$ cat src/rtl/rom_burst_reader.sv
// Burst reader: streams LEN_I consecutive ROM words starting at BASE_ADDR_I
// through a 2-entry FIFO with ready/valid handshake and address-echo checking.
module rom_burst_reader #(
  parameter int DATA_WIDTH = 8,
  parameter int ADDR_WIDTH = 8
) (
  input  logic                  CLK_I,
  input  logic                  RSTN_I,
  input  logic                  START_I,
  input  logic [ADDR_WIDTH-1:0] BASE_ADDR_I,
  input  logic [ADDR_WIDTH-1:0] LEN_I,
  output logic                  ROM_RE_O,
  output logic [ADDR_WIDTH-1:0] ROM_ADDR_O,
  input  logic [DATA_WIDTH-1:0] ROM_DATA_I,
  input  logic [ADDR_WIDTH-1:0] ROM_ADDR_I,
  output logic [DATA_WIDTH-1:0] DATA_O,
  output logic                  VALID_O,
  input  logic                  READY_I,
  output logic                  BUSY_O,
  output logic                  DONE_O,
  output logic                  ERR_O
);

  typedef enum logic [1:0] {S_IDLE, S_RUN, S_DRAIN, S_DONE} state_t;

  state_t                r_state;
  state_t                w_state_nxt;

  logic [ADDR_WIDTH-1:0] r_addr;
  logic [ADDR_WIDTH:0]   r_issue_left;
  logic                  r_err;

  logic                  r_vld_p1;
  logic [ADDR_WIDTH-1:0] r_addr_p1;

  logic [DATA_WIDTH-1:0] r_mem [2];
  logic                  r_wptr;
  logic                  r_rptr;
  logic [1:0]            r_count;

  logic                  w_issue;
  logic                  w_accept;
  logic                  w_push;
  logic                  w_pop;
  logic                  w_mismatch;
  logic [1:0]            w_occ;
  logic [1:0]            w_count_nxt;

  assign w_accept    = (r_state == S_IDLE) && START_I;
  assign w_occ       = r_count + {1'b0, r_vld_p1};
  // A returning word bypasses the FIFO when it is empty and the consumer is ready.
  assign w_push      = r_vld_p1 && !((r_count == 2'd0) && READY_I);
  assign w_pop       = (r_count != 2'd0) && READY_I;
  assign w_count_nxt = r_count + {1'b0, w_push} - {1'b0, w_pop};
  assign w_mismatch  = r_vld_p1 && (ROM_ADDR_I != r_addr_p1);

  always_ff @(posedge CLK_I) begin
    if (!RSTN_I) r_state <= S_IDLE;
    else         r_state <= w_state_nxt;
  end

  always_comb begin
    w_state_nxt = r_state;
    w_issue     = 1'b0;
    BUSY_O      = (r_state != S_IDLE);
    DONE_O      = (r_state == S_DONE);
    case (r_state)
      S_IDLE: begin
        if (START_I) w_state_nxt = (LEN_I == '0) ? S_DONE : S_RUN;
      end
      S_RUN: begin
        w_issue = (r_issue_left != '0) && (w_occ < 2'd2);
        if (w_issue && (r_issue_left == {{ADDR_WIDTH{1'b0}}, 1'b1}))
          w_state_nxt = S_DRAIN;
      end
      S_DRAIN: begin
        if (w_count_nxt == 2'd0) w_state_nxt = S_DONE;
      end
      S_DONE: begin
        w_state_nxt = S_IDLE;
      end
      default: w_state_nxt = S_IDLE;
    endcase
  end

  // Stage p0 -> p1: issued read and its address, awaiting ROM return.
  always_ff @(posedge CLK_I) begin
    if (!RSTN_I) begin
      r_vld_p1     <= 1'b0;
      r_count      <= 2'd0;
      r_wptr       <= 1'b0;
      r_rptr       <= 1'b0;
      r_addr       <= '0;
      r_issue_left <= '0;
      r_err        <= 1'b0;
    end else begin
      r_vld_p1 <= w_issue;
      r_count  <= w_count_nxt;
      if (w_push) r_wptr <= ~r_wptr;
      if (w_pop)  r_rptr <= ~r_rptr;
      if (w_accept) begin
        r_addr       <= BASE_ADDR_I;
        r_issue_left <= {1'b0, LEN_I};
      end else if (w_issue) begin
        r_addr       <= r_addr + ADDR_WIDTH'(1);
        r_issue_left <= r_issue_left - (ADDR_WIDTH+1)'(1);
      end
      if (w_accept)        r_err <= 1'b0;
      else if (w_mismatch) r_err <= 1'b1;
    end
  end

  always_ff @(posedge CLK_I) begin
    if (w_push)  r_mem[r_wptr] <= ROM_DATA_I;
    if (w_issue) r_addr_p1     <= r_addr;
  end

  // Stage p1 -> output: FIFO head, or the live ROM word when the FIFO is empty.
  always_comb begin
    DATA_O = '0;
    if (r_count != 2'd0) DATA_O = r_mem[r_rptr];
    else if (r_vld_p1)   DATA_O = ROM_DATA_I;
  end

  assign VALID_O    = (r_count != 2'd0) || r_vld_p1;
  assign ROM_RE_O   = w_issue;
  assign ROM_ADDR_O = r_addr;
  assign ERR_O      = r_err || w_mismatch;

endmodule

$ cat config.mk
export PLATFORM = sky130hd
export DESIGN_NAME = rom_burst_reader
export DESIGN_NICKNAME = d
export VERILOG_FILES = /design/src/rtl/rom_burst_reader.sv
export SDC_FILE = /design/constraint.sdc
export NUM_CORES = 1
export LEC_CHECK = 0
export CELL_PAD_IN_SITES_DETAIL_PLACEMENT = 1
export CELL_PAD_IN_SITES_GLOBAL_PLACEMENT = 1
export CORE_MARGIN = 8
export CORE_UTILIZATION = 43
export DETAILED_ROUTE_END_ITERATION = 16
export DONT_BUFFER_PORTS = 1
export PLACE_DENSITY_LB_ADDON = 0.1
export SETUP_SLACK_MARGIN = 0.2
export SYNTH_ARGS = -nofsm -noshare
export SYNTH_HDL_FRONTEND = slang
export SYNTH_SLANG_ARGS = --single-unit
$ cat constraint.sdc
create_clock -name CLK_I -period 2.1 [get_ports CLK_I]
set_input_delay 0.105 -clock CLK_I [delete_from_list [all_inputs] [get_ports CLK_I]]
set_output_delay 0.105 -clock CLK_I [all_outputs]
set_load 0.005 [all_outputs]
==> results.txt <==
Global routing used 3.766% of the available met3 tracks. Entering global routing, the biggest net connects 22 pins. Across every metal layer, demand over resource in global routing totals 15.71%. The deepest clock path buffer count was 2.

The tools report the worst hold margin as 13.34 ps. The count of buffers added on input and output ports is 0. The worst path in the final design needs a cycle of 1935 ps, including I/O delays and setup. 0 antenna diodes ended up in the layout. In the routed design, unresolved DRC markers number 0.

The initial DRC count was 54; the total clock buffers created by CTS was 5. For the initial antenna violation count, the log shows 0. The biggest area contributor in the post-synthesis netlist is edfxtp_1. Latest clock arrival within the worst-skew pair: 300 ps. The worst hold path belongs to the class in2reg. Data arrives at the worst endpoint at 2150 ps.

Clock-pin slew was measured on the worst setup and hold paths at 90 ps. By count the netlist is led by o21ai_0, dfxtp_1, edfxtp_1. For the post-synthesis cell type count, the log shows 42.

After floorplanning, the core was sized to cover 5851 um^2. After layout, the worst path uses 92.14% of the clock period. The share of the synthesized area in the top cell type was 28.08%; the effective utilization at floorplan was 43.86%. The run gives 0 as the max-slew violation total from the final report.

The setup total negative slack was 0 ps; the post-layout instance area was 3161 um^2. Kind of start point of the critical path: a flip-flop. The run gives 0 as the hold violation total from the final report.

The run gives 13.02 ps as the setup slack after placement. TritonCTS built the clock tree. The area added between synthesis and finish is 23.16%. Final layout net count: 329.

The count of nets left with antenna violations once routing finished came out at 0. In the synthesized netlist the dominant register cell turns out to be dfxtp_1. The critical path in this run is classified as reg2reg. In this run the count of I/O pins placed on the die edge is 57. met2 is the most crowded layer. The flow ran to the end, and the final reports show no timing, DRC or antenna violations.

In the routed layout, each cell is associated on average with a via count of 5.754. Number of global-route vias before repair: 2,213. The tools report the power consumption as 0.004089 W. The maximum net fanout on the critical path is 2, and the number of synthesized flops with an enable pin is 24. Yosys printed 0 warnings.

The share of flip-flops with an asynchronous set or reset was 0%; the total of fill cells in the finished design was 650. The run gives 2310 ps as the critical path data required time. STA classifies the critical path endpoint as a flip-flop. In this run the cell area of the synthesized design comes to 2566 um^2. Most frequently used cell type in the post-synthesis netlist: o21ai_0. After technology mapping, the gate count stands at 248. CTS saw 50 sinks.

The routed layout has 2,060 vias. Routability-driven placement finished with a final weighted congestion of 0.8163. The tightest slew margin relative to the limit was 50.90%; the H-tree level count was 2. The maximum achievable frequency came out at 0.5168 GHz.

The tool flagged a number of max-cap violations equal to 0. The combined flip-flop and latch cell area was 1251 um^2; the pin slew with the least headroom to its limit was 734.1 ps. Between clock sinks in the finished design, the worst skew comes to 6.031 ps. The number of iterations in the first detailed-routing pass is 4.

Final wirelength: 6915 um. The run gives 18.59% as the global routing met1 resource utilization. The fraction of the yosys area taken by sequential cells is 48.37%, and the mean instance size in the synthesized netlist is 10.35 um^2. The die extent in x came out at 93.25 um. For this design the ratio of total power to cell area is 1294 nW/um^2. For the final global-route overflow total, the log shows 0. The met2 capacity usage during global routing was 27.67%; the net count after synthesis was 295. In this run the cell area measured after placement is 2691 um^2.

The floorplan has 28 rows. Setup violations remaining at the end of the flow were counted as 0. The die covers 8696 um^2. Summing all multi-input logic gate instances after layout gives 1348 um^2. The first global-routing pass estimated 11,100 um of wire. After detailed routing, the average wire length per cell comes to 19.32 um. The floorplan step set the die height to 93.25 um. The post-route netlist has 24.73% of its cells at a drive strength greater than 1.

Setup repair after global routing could not meet its margin everywhere. The leakage power came out at 1.111 nW. Detailed placement finished with a half-perimeter wire length of 4579 um. VDD sags by at most 0.4893 mV. After synthesis, the cell types taking the most area are edfxtp_1, dfxtp_1, o21ai_0.

Counting flops and latches in the post-synthesis netlist gives 50. Setup slack closes at 165.2 ps. The library cell used as clock root buffer is clkbuf_8.
==> area by class of cell <==
cell class,count,share of cell area [%]
clock buffer,6,2.296
clock inverter,2,1.188
inverter,11,1.386
multi-input combinational,177,42.64
sequential,50,39.59
tap,75,2.969
timing repair buffer,37,9.937
==> power by group <==
part	switching, W	internal [W]
combinational	0.00102	0.000887
sequential	0.000226	0.00128
clock	0.000317	0.000356
total	0.00156	0.00253
==> cells in the final DEF, fill, tap and decap left out, types with 2 or more instances in the layout <==
cell type / count
a21bo_2: 3
a21oi_1: 4
a31oi_1: 13
and2_1: 4
and3_1: 4
and3_2: 2
buf_4: 24
buf_6: 3
clkbuf_8: 5
dfxtp_1: 22
dfxtp_2: 2
dfxtp_4: 2
dlygate4sd3_1: 10
edfxtp_1: 24
ha_1: 7
ha_2: 2
ha_4: 2
inv_1: 8
inv_2: 2
mux2i_1: 9
nand2_1: 7
nand3_1: 14
nand4_1: 5
nor2_1: 6
nor2_4: 2
nor4_1: 3
o21ai_0: 31
o31ai_1: 8
or3_1: 3
or3_2: 3
or4_1: 9
or4_4: 2
xnor2_1: 9
==> kinds of logic (layout without fill, tap and decap cells) <==
logic type | Yosys count | after routing | share of synthesized area [%]
adders and majority gates | 11 | 11 | 5.363
AOI/OAI and AO/OA | 67 | 68 | 16.63
and+or+nand+nor | 76 | 78 | 17.75
buffers and inverters | 24 | 56 | 4.047
xor gates and xnor gates | 11 | 11 | 4.339
DFF | 50 | 50 | 48.37
muxes | 9 | 9 | 3.511
==> layer usage <==
| metal | part of all wire, % | wire length [um] |
|---|---|---|
| met4 | 1.3 | 87 |
| met5 | 0 | 0 |
| met3 | 5.2 | 362 |
| met1 | 44 | 3056 |
| met2 | 49 | 3408 |
==> worst paths after layout <==
kind | endpoint | slack [ps] | cells past startpoint | from
setup / recovery | r_state[0] | 170 | 8 | r_vld_p1
setup reg to reg | r_state[0] | 170 | 8 | r_vld_p1
hold reg to reg | r_err | 500 | 2 | r_err
hold / removal | ROM_ADDR_O[6] | 10 | 2 | RSTN_I
==> worst max-delay path: stages, from the launching register on <==
cell and delay, ps:
dfxtp_1 380, a21bo_2 270, ha_4 270, inv_4 30
ha_4 140, xor3_1 190, o21ai_1 160, nand4_2 120
a221oi_2 290
==> through the flow <==
step	instances	utilization (%)
6_report	358	54.02
3_3_place_gp	321	46.00
3_5_place_dp	321	46.00
5_1_grt	358	54.02
2_1_floorplan	248	-
4_1_cts	346	50.79
==> flip-flops by register name, indices dropped and copies added (netlist names), named ones only <==
signal and flops:
r_state 2, r_err 1, r_issue_left 9, r_mem 16
r_wptr 1, r_rptr 1, r_addr_p1 8, r_vld_p1 1
r_count 2, ROM_ADDR_O 8
==> repair_timing <==
item | 4_1_cts | 5_1_grt
resized for setup | 8 | 23
cloned | 1 | 2
setup buffers | 6 | 10
endpoints found under the hold margin | 36 | 0
hold buffers | 10 | 0
pin swaps | 3 | 9
endpoints found under the setup margin | 25 | 27
Note: power is estimated with default switching activity, not from simulation.
